### src/rtl/fft_pair_sequencer.sv
// Buffers one frame of samples, then streams them out as radix-2 butterfly pairs
// for the selected stage (span = 1 << stage), with valid/ready handshakes on both sides.
module fft_pair_sequencer #(
  parameter int SAMPLES = 8,
  parameter int WIDTH   = 3
) (
  input  logic                        clk,
  input  logic                        rst_n,
  input  logic [$clog2(SAMPLES)-1:0]  stage,
  input  logic                        in_valid,
  output logic                        in_ready,
  input  logic [WIDTH-1:0]            in_data,
  output logic                        out_valid,
  input  logic                        out_ready,
  output logic [$clog2(SAMPLES)-1:0]  out_idx_a,
  output logic [$clog2(SAMPLES)-1:0]  out_idx_b,
  output logic [WIDTH-1:0]            out_a,
  output logic [WIDTH-1:0]            out_b,
  output logic                        out_last,
  output logic                        stage_err
);
  // state | meaning
  // LOAD  | accepting samples into buffer[load_cnt]; stage latched on the first one
  // EMIT  | presenting butterfly pair p; advances on out_ready

  localparam int LOGS = $clog2(SAMPLES);
  localparam int PW   = LOGS - 1;
  localparam logic [LOGS-1:0] LOAD_LAST = LOGS'(SAMPLES - 1);
  localparam logic [PW-1:0]   PAIR_LAST = PW'(SAMPLES / 2 - 1);
  localparam logic [LOGS-1:0] STAGE_MAX = LOGS'(LOGS - 1);

  typedef enum logic {LOAD, EMIT} state_t;

  state_t            state;
  logic [LOGS-1:0]   load_cnt;
  logic [PW-1:0]     p;
  logic [LOGS-1:0]   s;
  logic              in_ready_q;
  logic              out_valid_q;
  logic [WIDTH-1:0]  buffer [SAMPLES];

  logic              accept;
  logic [LOGS-1:0]   p_ext;
  logic [LOGS-1:0]   low_mask;
  logic [LOGS-1:0]   idx_a;
  logic [LOGS-1:0]   idx_b;

  assign accept = in_valid & in_ready_q;

  always_ff @(posedge clk or negedge rst_n) begin
    if (!rst_n) begin
      state       <= LOAD;
      load_cnt    <= '0;
      p           <= '0;
      s           <= '0;
      stage_err   <= 1'b0;
      in_ready_q  <= 1'b1;
      out_valid_q <= 1'b0;
    end else begin
      case (state)
        LOAD: begin
          if (accept) begin
            // stage is sampled only with the first sample so the frame is self-consistent
            if (load_cnt == '0) begin
              if (stage > STAGE_MAX) begin
                s         <= STAGE_MAX;
                stage_err <= 1'b1;
              end else begin
                s <= stage;
              end
            end
            if (load_cnt == LOAD_LAST) begin
              load_cnt    <= '0;
              state       <= EMIT;
              in_ready_q  <= 1'b0;
              out_valid_q <= 1'b1;
            end else begin
              load_cnt <= load_cnt + 1'b1;
            end
          end
        end
        EMIT: begin
          if (out_ready) begin
            if (p == PAIR_LAST) begin
              p           <= '0;
              state       <= LOAD;
              in_ready_q  <= 1'b1;
              out_valid_q <= 1'b0;
            end else begin
              p <= p + 1'b1;
            end
          end
        end
        default: state <= LOAD;
      endcase
    end
  end

  always_ff @(posedge clk) begin
    if (accept) buffer[load_cnt] <= in_data;
  end

  // insert a zero at bit position s of p to get the lower index of the pair
  always_comb begin
    p_ext    = {1'b0, p};
    low_mask = (LOGS'(1) << s) - LOGS'(1);
    idx_a    = ((p_ext >> s) << (s + 1'b1)) | (p_ext & low_mask);
    idx_b    = idx_a | (LOGS'(1) << s);
  end

  assign in_ready  = in_ready_q;
  assign out_valid = out_valid_q;
  assign out_idx_a = idx_a;
  assign out_idx_b = idx_b;
  assign out_a     = buffer[idx_a];
  assign out_b     = buffer[idx_b];
  assign out_last  = out_valid_q && (p == PAIR_LAST);

endmodule
### config.mk
export PLATFORM = sky130hd
export DESIGN_NAME = fft_pair_sequencer
export DESIGN_NICKNAME = d
export VERILOG_FILES = /design/src/rtl/fft_pair_sequencer.sv
export SDC_FILE = /design/constraint.sdc
export NUM_CORES = 1
export LEC_CHECK = 0
export BUFFER_PORTS_ARGS = -buffer_cell sky130_fd_sc_hd__buf_2
export CAP_MARGIN = 20
export CORE_UTILIZATION = 50
export CTS_BUF_LIST = sky130_fd_sc_hd__clkbuf_4 sky130_fd_sc_hd__clkbuf_8 sky130_fd_sc_hd__clkbuf_16
export DETAILED_ROUTE_END_ITERATION = 6
export PLACE_DENSITY = 0.71
export SYNTH_ARGS = -nofsm -noshare
export SYNTH_HDL_FRONTEND = slang
export SYNTH_SLANG_ARGS = --single-unit
### constraint.sdc
create_clock -name clk -period 5.5 [get_ports clk]
set_input_delay 0.275 -clock clk [delete_from_list [all_inputs] [get_ports clk]]
set_output_delay 0.275 -clock clk [all_outputs]
set_load 0.05 [all_outputs]
==> results by group, run 1 <==
STA
  – Relative slew margins: 49.2%
  – Minimum clock period: 3380 ps
  – Total Neg Setup Slack: 0 ps
  – Fin crit share: 61.5%
  – Fin. Hold Viols: 0
  – RSZ-0062 raised after global routing: no
  – Worst Tran Pin Value: 759 ps
  – Clock Skews: 5.70 ps
  – Final setup viols: 0
  – Final hold slack: 265 ps
  – Fmax: 296 MHz
  – Fin. max-slew vios: 0

Yosys
  – Most area-hungry cell type in the Yosys netlist: edfxtp_1
  – Synth cell types: 32
  – Mapped Nets: 171
  – Average size of a mapped cell: 12.7 um2
  – Post-synthesis adder-cell area fraction: 5.14%
  – Mapped Cells: 153
  – Post-synth top area share: 37.0%
  – Mapped cell area: 1950 um2
  – Post-synthesis mux area share: 22.0%
  – Seq/Total Area, Yosys: 52.5%
  – Ranking of synthesized cells by area: edfxtp_1 37%, dfrtp_1 14%, mux2i_1 9.3%, mux2_1 5.2%, ha_1 5.1%
  – XOR/XNOR share of the synthesized area: 0.900%
  – Largest family of logic cells by synthesized area: multiplexers
  – Seq cells post-synth: 36
  – Syn. warnings: 0
  – Synth Area in Compound Gates: 5.78%
  – Simple-gate area share of the yosys netlist: 10.7%

Placement
  – Post-DP HPWL: 2.90 mm
  – Placer Congestion: 0.849
  – PortBufs: 25

Clock tree
  – CTS buffer count: 5
  – Skew-Pair Late Insertion Delay: 280 ps
  – CTS tree: done
  – Number of setup buffers added after CTS: 0
  – H-tree levels: 2
  – Reg clk slew, reported paths: 60 ps
  – Clk sinks: 36
  – Root Buffer Master: clkbuf_8
  – Clock buffer depth: 2

Setup path
  – Crit path kind: reg2out
  – Crit path to: out_b[1]
  – Setup crit end kind: output port
  – R2R cell count: 5
  – Crit path launch type: flip-flop
  – Worst R2R Start: in_ready
  – Worst Path Max Fanout: 13
  – Reg2reg end: s[0]
  – Worst R2R Setup Slack: 3600 ps
  – CP startpoint: s[0]
  – Arr. time, crit path: 3110 ps
  – Data required time of the critical path: 5220 ps

Detailed routing
  – Routed vias: 1268
  – Routed WL: 3.72 mm
  – Post-DR wirelength/cell: 16.0 um
  – Vias per Instance: 5.44
  – Post-route DRC: 0
  – Final ANT Viol Nets: 0
  – DR iter-0 viols: 73
  – Drt pass-1 iters: 4

Layout
  – Layout cells sized above 1: 26.5%
  – Area grow syn2layout: 17.5%
  – Diodes inserted: 0
  – Fillcell total: 302
  – Final #Nets: 202

Floorplan
  – Core footprint: 3690 um2
  – Die ar.: 4150 um2
  – Initial Utilization: 52.8%
  – Ports: 26
  – Die height: 64.4 um
  – Rows: 22
  – Die W: 64.4 um

Worst hold path
  – Worst min path class: in2reg
  – Hold path depth: 3

Global route
  – Largest net degree at the start of global routing: 14
  – Gr usage total: 20.9%
  – First-pass GRT wire length: 6.49 mm
  – Overflow after GRT: 0
  – Vias in the first global route: 1347
  – Antenna violations before repair: 0

Run
  – # Max-Cap Violations: 0

Status
  – Outcome: finished, final reports clean

Power and ir drop
  – LEAKAGE: 1.04 nW
  – VDD IR-drop max: 0.184 mV
  – Power density over cell area: 269 nW/um2
cell families (layout without fill, tap and decap cells):
logic type / Yosys count / in the layout
adders and majority gates: 8 / 8
xor gates and xnor gates: 2 / 2
AOI/OAI and AO/OA: 16 / 16
DFF: 36 / 36
buffers and inverters: 13 / 45
muxes: 37 / 37
and+or+nand+nor: 41 / 41
registers in the layout, summed over array words and instances, names as in the netlist:
signal	cells
buffer	24
in_ready	1
load_cnt	3
out_valid	1
p	2
s	3
stage_err	1
state	1
layout make-up:
cell class	instances	area (um2)	share of cell area, %
flip-flops and latches	36	1020	44.7
clock inverters	3	90.1	3.94
clock buffers	5	68.8	3.01
repair buffers	27	143	6.24
inverters	10	37.5	1.64
multi-input cells	104	866	37.9
well taps	48	60.1	2.63
layer usage:
layer	track usage (%)	vias to the layer above	part of all wire, %
met5	0	-	0
met4	9.72	0	2.0
met2	35.1	31	51
met3	3.75	8	2.9
met1	26.1	606	45
li1	-	623	-
worst min path at each step:
| stage | slack (ps) | end | startpoint |
|---|---|---|---|
| after global routing | 280 | buffer[3][1] | in_data[1] |
| after global placement | 160 | out_valid | rst_n |
| after CTS | 260 | s[0] | stage[0] |
| final | 260 | s[0] | stage[0] |
| after floorplan | -20 | load_cnt[0] | rst_n |
| after detailed placement | 170 | out_valid | rst_n |
placed cells by master (no fill, tap or decap), drive strengths merged, types with 2 or more instances in the layout:
master / Yosys / routed
a21o: 3 / 3
a21oi: 3 / 3
a22o: 2 / 2
buf: 3 / 26
bufinv: 0 / 3
clkbuf: 0 / 5
dfrtp: 11 / 11
edfxtp: 24 / 24
ha: 8 / 8
inv: 10 / 10
mux2: 16 / 16
mux2i: 18 / 18
mux4: 3 / 3
nand2: 10 / 10
nand2b: 4 / 4
nand3: 6 / 6
nor2: 11 / 11
nor3: 4 / 4
o21ai: 4 / 4
xnor2: 2 / 2
through the flow:
step / setup slack (ps) / instances / area [um2] / util, % / power, W
detailed placement: 2460 / 224 / 2120 / 57.4 / 0.000304
finish: 2120 / 233 / 2290 / 62.0 / 0.000615
CTS: 2120 / 233 / 2290 / 62.0 / 0.000621
floorplan: 2840 / 153 / 1950 / - / 0.000296
global placement: 2600 / 224 / 2120 / 57.4 / 0.000304
global route: 1990 / 233 / 2290 / 62.0 / 0.000633
worst max-delay path: stages (launching register included):
cell and delay [ps]:
dfrtp_1 470, inv_1 130, ha_1 390, nor4_4 70, a31oi_2 650, mux2_1 400, mux4_2 480, buf_2 230
synthesized netlist by cell type:
master / number
a21o_1: 3
xnor2_1: 2
nand2b_1: 4
nand3_1: 6
or3_1: 1
mux2_1: 9
nor4_4: 1
nand2_1: 10
mux4_2: 3
nor3_1: 4
o21ai_0: 4
ha_1: 8
a21oi_1: 3
a221oi_1: 1
a32oi_1: 1
buf_2: 2
or2_2: 1
inv_2: 1
buf_6: 1
dfrtp_1: 11
a21boi_0: 1
and2_1: 1
dfstp_2: 1
edfxtp_1: 24
nor2_1: 11
a31oi_2: 1
and3_1: 1
inv_1: 9
a22o_1: 2
mux2i_1: 18
nor3b_1: 1
mux2_2: 7
report_power, final:
| part | switching (W) | internal (W) | total, W | leakage [nW] |
|---|---|---|---|---|
| sequential | 0 | 0.000289 | 0.000289 | 0.359 |
| clock | 0.0000898 | 0.000227 | 0.000317 | 0.0784 |
| combinational | 0.00000625 | 0.00000328 | 0.00000953 | 0.608 |
| total | 0.0000960 | 0.000519 | 0.000615 | 1.04 |
repair_timing:
action / 4_1_cts / 5_1_grt
endpoints found under the hold margin: 11 / 0
gates resized for setup: 0 / 0
hold buffers: 1 / 0
(Power assumes the default switching activity.)
==> inputs of run 2 (changes only) <==
- ABC_AREA: not set -> 1
- PLACE_DENSITY: 0.71 -> 0.73
- clock period: 5.5 -> 3.1 ns (I/O delays scaled with it)
==> run 2 against run 1 <==
Compared with the run above: count of clock-buffer cells in the layout is the same; routed wire length increased by 16%; synthesized cell count up 64%; utilization fell by 3.5 points; first-iteration DRC count rose by 96%; via count is 38% higher; critical path depth rose by 3; die area is 11% higher; area after synthesis rose by 11%; sequential share of layout area is 2.0 points lower; critical path type unchanged.
==> results by group, run 2 <==
Status
  – Outcome: finished, final reports clean

Global route
  – Vias in the first global route: 1541
  – Gr usage total: 21.1%
  – Largest net degree at the start of global routing: 27
  – Overflow after GRT: 0
  – Antenna violations before repair: 0
  – First-pass GRT wire length: 7.01 mm

Clock tree
  – CTS tree: done
  – Clk sinks: 36
  – Clock buffer depth: 2
  – H-tree levels: 2
  – CTS buffer count: 5
  – Number of setup buffers added after CTS: 0
  – Post-cts sizing count: 0
  – Reg clk slew, reported paths: 70 ps
  – Skew-Pair Late Insertion Delay: 280 ps
  – Root Buffer Master: clkbuf_8

Detailed routing
  – Routed WL: 4.30 mm
  – Post-DR wirelength/cell: 13.1 um
  – Post-route DRC: 0
  – Vias per Instance: 5.32
  – Drt pass-1 iters: 7
  – DR iter-0 viols: 143
  – Final ANT Viol Nets: 0
  – Routed vias: 1745

Setup path
  – Crit path kind: reg2out
  – Data required time of the critical path: 2940 ps
  – Max incr delay on CP: 390 ps
  – Crit-path slowest cell: dfrtp_1
  – Arr. time, crit path: 2330 ps
  – Worst Path Max Fanout: 26
  – Setup crit end kind: output port
  – R2R cell count: 6
  – CP cell instances: inv_1 -> ha_1 -> inv_1 -> nand3_4 -> nand3_4 -> nand2_1 -> nand3_1 -> nand3_1 -> nand2_1 -> buf_2
  – Crit path launch type: flip-flop

Layout
  – Post-layout util: 58.5%
  – Layout cells sized above 1: 19.4%
  – Register Area: 1020 um2
  – Footprint of the multi-input gates: 963 um2
  – Diodes inserted: 0
  – Most frequent cells in the layout: 71 x nand2_1, 34 x nand3_1, 26 x inv_1
  – Commonest non-fill, non-tap cell in the layout: nand2_1
  – Max reg flops: 24
  – Non-filler cells, final: 328
  – Top reg by flops: buffer
  – Fillcell total: 368
  – Largest registers: buffer: 24 flops, load_cnt: 3 flops, s: 3 flops
  – Final #Nets: 295
  – Area grow syn2layout: 10.7%

Run
  – # Max-Cap Violations: 0

STA
  – Clock Skews: 6.05 ps
  – Total Neg Setup Slack: 0 ps
  – Setup WS post-layout: 611 ps
  – Minimum clock period: 2490 ps
  – Worst Tran Pin Value: 309 ps
  – Fin. max-slew vios: 0
  – Final setup viols: 0
  – RSZ-0062 raised after global routing: no
  – Fin crit share: 80.3%
  – Fin. Hold Viols: 0
  – Fmax: 402 MHz
  – Relative slew margins: 79.4%

Floorplan
  – Die height: 67.7 um
  – Die W: 67.7 um
  – Core footprint: 4090 um2
  – Die ar.: 4590 um2
  – Ports: 26
  – Rows: 23
  – Initial Utilization: 52.9%

Yosys
  – Number of synthesized flops with an enable pin: 24
  – Most used DFF post-synth: edfxtp_1
  – Post-synth ARST share: 33.3%
  – Synth top cells by count: 71 x nand2_1, 34 x nand3_1, 26 x inv_1
  – Mapped Nets: 269
  – Ranking of synthesized cells by area: edfxtp_1 33%, dfrtp_1 13%, nand2_1 12%, nand3_1 7.9%, ha_1 4.6%
  – Post-synth top area share: 33.4%
  – Mapped cell area: 2160 um2
  – Syn. warnings: 0
  – Average size of a mapped cell: 8.61 um2
  – Top-count cell post-synth: nand2_1
  – Most area-hungry cell type in the Yosys netlist: edfxtp_1
  – Synth cell types: 27
  – Seq cells post-synth: 36
  – Seq/Total Area, Yosys: 47.3%
  – Mapped Cells: 251

Power and ir drop
  – Power density over cell area: 351 nW/um2
  – LEAKAGE: 1.13 nW
  – VDD IR-drop max: 0.381 mV

Placement
  – Post-DP HPWL: 3.36 mm
  – Placer Congestion: 0.891
  – Pre-CTS WS: 941 ps
  – Dpl cells: 319
  – PortBufs: 25

Worst hold path
  – Worst min path class: in2reg
  – Hold path depth: 4
## run 2: cell types whose count changed after synthesis, moves of 7 or more
cell,delta
inv_1,+17
mux2_2,-7
mux2i_1,-18
nand4_1,+12
nand2_1,+61
nand3b_1,+12
nand3_1,+28
mux2_1,-9
## run 2: timing repair
item,4_1_cts,5_1_grt
endpoints found under the hold margin,11,0
setup endpoints to repair,0,0
hold buffers,1,0
## run 2: critical path, delay by kind of cell, from the launching register on
| kind | cells | cell delay, ps |
|---|---|---|
| flops | 1 | 390 |
| fa+ha+maj | 1 | 320 |
| buf+inv | 3 | 520 |
| simple gates | 6 | 820 |
## run 2: cells by family (layout without fill, tap and decap cells)
| logic type | Yosys count | count (layout) | synth area share (%) |
|---|---|---|---|
| buffers and inverters | 38 | 65 | 8.11 |
| flip-flops | 36 | 36 | 47.3 |
| AO/OA/AOI/OAI | 12 | 12 | 2.90 |
| AND/OR/NAND/NOR | 157 | 157 | 37.1 |
| adder cells (fa/ha/maj) | 8 | 8 | 4.63 |
## run 2: power by group
group	internal (W)	total (W)	switching, W
Combinational	0.00000513	0.0000146	0.00000947
Clock	0.000156	0.000313	0.000157
Sequential	0.000513	0.000513	0
Total	0.000674	0.000841	0.000166
## run 2: path summary, 6_finish.rpt
kind,from,endpoint,slack (ps)
worst min-delay path,out_ready,state,140
worst min register to register,stage_err,stage_err,480
worst max-delay path,s[0],out_b[2],610
min in group asynchronous,rst_n,p[0],280
worst max register to register,in_ready,s[0],1530
max in group asynchronous,rst_n,in_ready,2550
## run 2: stage by stage
| step | hold slack [ps] | instance area [um2] | power, W |
|---|---|---|---|
| global placement | 41.0 | 2290 | 0.000537 |
| detailed placement | 44.7 | 2290 | 0.000537 |
| floorplan | -141 | 2160 | 0.000524 |
| global route | 154 | 2390 | 0.000877 |
| finish | 142 | 2390 | 0.000841 |
| CTS | 134 | 2390 | 0.000852 |
## run 2: layer usage
| metal | part of all wire, % | track usage (%) | vias to the layer above |
|---|---|---|---|
| met5 | 0 | 0 | - |
| met4 | 0.65 | 7.45 | 0 |
| met2 | 47 | 32.9 | 56 |
| met1 | 46 | 28.2 | 796 |
| met3 | 5.8 | 5.24 | 2 |
| li1 | - | - | 891 |
## run 2: cell type report
type	count	share of cell area, %
tap	50	2.62
multi-input combinational	177	40.3
sequential	36	42.7
inverter	31	5.07
clock inverter	3	0.785
timing repair buffer	26	5.65
clock buffer	5	2.88
==> inputs of run 3 (changes only) <==
- clock period: 3.1 -> 2 ns (I/O delays scaled with it)
==> run 3 against run 2 <==
Compared with the run above: the run now ends with setup timing left; design area is 18% higher; first-iteration DRC count rose by 110%; sequential share of layout area is 6.6 points lower; routed wire length is 29% higher; non-clock buffer count is 13 higher; count of clock-buffer cells in the layout increased by 1; die area unchanged; clock skew decreased by 1.7 ps; largest cell class is now multi-input gates.
==> results by group, run 3 (synthesized netlist as in run 2, its figures left out) <==
Placement
  – Pre-CTS WS: -10.3 ps
  – Placer Congestion: 0.894
  – PortBufs: 25
  – Post-DP HPWL: 3.46 mm

Detailed routing
  – Drt pass-1 iters: 6
  – Routed vias: 1958
  – Vias per Instance: 5.66
  – Final ANT Viol Nets: 0
  – DR iter-0 viols: 299
  – Routed WL: 5.57 mm
  – Post-route DRC: 0
  – Post-DR wirelength/cell: 16.1 um

Layout
  – Final #Nets: 313
  – Commonest non-fill, non-tap cell in the layout: nand2_1
  – Diodes inserted: 0
  – Area grow syn2layout: 30.9%
  – Largest registers: buffer: 24 flops, load_cnt: 3 flops, s: 3 flops
  – Layout cells sized above 1: 34.5%
  – Most frequent cells in the layout: 60 x nand2_1, 24 x edfxtp_1, 23 x nand3_1
  – Max reg flops: 24
  – Fillcell total: 290
  – Top reg by flops: buffer

STA
  – RSZ-0062 raised after global routing: yes
  – Final setup viols: 6
  – Fmax: 454 MHz
  – Minimum clock period: 2200 ps
  – Clock Skews: 4.33 ps
  – Relative slew margins: 77.6%
  – Fin crit share: 110%
  – Total Neg Setup Slack: -884 ps
  – Fin. Hold Viols: 0
  – Fin. max-slew vios: 0
  – Setup WS post-layout: -201 ps
  – Worst Tran Pin Value: 335 ps

Clock tree
  – Root Buffer Master: clkbuf_8
  – Clk sinks: 36
  – Clock buffer depth: 2
  – Reg clk slew, reported paths: 70 ps
  – H-tree levels: 2
  – CTS tree: done
  – CTS buffer count: 5
  – Skew-Pair Late Insertion Delay: 280 ps

Setup path
  – R2R cell count: 6
  – Reg2reg end: s[0]
  – Worst R2R Start: in_ready
  – Max incr delay on CP: 420 ps
  – CP startpoint: s[1]
  – Data required time of the critical path: 1900 ps
  – Crit path to: out_b[0]
  – Crit. path cell count: 10
  – Arr. time, crit path: 2100 ps
  – Crit-path slowest cell: dfrtp_1
  – Setup crit end kind: output port
  – Worst Path Max Fanout: 8
  – Most common cell on crit path: nand2_4
  – Crit path launch type: flip-flop
  – Worst R2R Setup Slack: 460 ps
  – CP cell instances: ha_2 -> nand2_1 -> nand2_4 -> nand3_4 -> buf_6 -> nand4_1 -> nand3_1 -> nand3_2 -> nand2_4 -> buf_8
  – Crit-path leading delay family: simple AND/OR/NAND/NOR gates
  – Crit path kind: reg2out
  – Buf/Inv on CP: 2

Floorplan
  – Die ar.: 4590 um2
  – Core footprint: 4090 um2
  – Ports: 26
  – Die W: 67.7 um
  – Rows: 23
  – Die height: 67.7 um
  – Initial Utilization: 52.9%

Global route
  – Met1 Usage GRT: 32.1%
  – Overflow after GRT: 0
  – Vias in the first global route: 1824
  – Largest net degree at the start of global routing: 17
  – Antenna violations before repair: 0
  – Gr usage total: 26.3%
  – Met3 Usage GRT: 10.3%
  – Gr busiest metal: met2
  – Met2 global-route usage: 38.2%
  – First-pass GRT wire length: 8.61 mm

Status
  – Failing checks: setup timing
  – Outcome: finished with violations

Power and ir drop
  – Power density over cell area: 508 nW/um2
  – Clock power share: 43.1%
  – Comb pwr share: 1.5%
  – Pint: 0.00119 W
  – Psw: 0.000250 W
  – Pwr Total: 0.00144 W
  – Sequential Power Share: 55.4%
  – VDD IR-drop max: 0.517 mV
  – Sw Ratio: 17.4%
  – LEAKAGE: 1.27 nW

Worst hold path
  – Worst min path class: in2reg

Run
  – # Max-Cap Violations: 0
[run 3: through the flow]
step                      hold slack, ps  cells  cell area [um2]  utilization, %
after floorplan                     -196    251             2190               -
after global placement             -10.6    325             2370            58.0
after detailed placement           -9.05    325             2370            58.0
after CTS                           37.3    340             2710            66.4
after global routing                83.5    346             2830            69.2
final                               48.1    346             2830            69.2
[run 3: power groups by stage]
stage               combinational, W  clock, W  sequential (W)
finish                     0.0000216  0.000619        0.000795
global route               0.0000258  0.000664        0.000795
CTS                        0.0000226  0.000634        0.000795
detailed placement         0.0000212         0        0.000811
global placement           0.0000211         0        0.000811
floorplan                0.000000679         0        0.000811
[run 3: worst register-to-register path, stage by stage (launching register included)]
cell and delay [ps]:
dfstp_2 540, nand2_1 70, nor2_2 220, nand3_1 230, nor3_1 270, nand2_1 80, o21ai_1 80
[run 3: area by class of cell]
class	count	area, um2	share of cell area [%]
Sequential cell	36	1020	36.1
Tap cell	50	62.6	2.21
Clock inverter	2	35.0	1.24
Inverter	31	131	4.64
Multi-Input combinational cell	182	1200	42.4
Timing Repair Buffer	39	303	10.7
Clock buffer	6	76.3	2.70
[run 3: worst min path at each step]
stage / startpoint / to / slack [ps] / cells after the start
2_1_floorplan: rst_n / load_cnt[0] / -200 / 0
3_3_place_gp: rst_n / state / -10 / 1
3_5_place_dp: rst_n / stage_err / -9 / 1
4_1_cts: stage[0] / s[0] / 40 / 3
5_1_grt: stage[0] / s[0] / 80 / 3
6_report: stage[0] / s[0] / 50 / 3
[run 3: what timing repair did]
| action | 4_1_cts | 5_1_grt |
|---|---|---|
| pin swaps | 13 | 9 |
| gates cloned | 4 | 1 |
| hold endpoints to repair | 12 | 0 |
| endpoints found under the setup margin | 8 | 9 |
| hold buffers | 1 | 0 |
| resized for setup | 45 | 21 |
| buffers inserted | 2 | 5 |
[run 3: layer usage]
metal / part of all wire [%] / vias to the layer above
li1: - / 933
met1: 41 / 879
met2: 46 / 114
met3: 7.8 / 32
met5: 0 / -
met4: 5.3 / 0
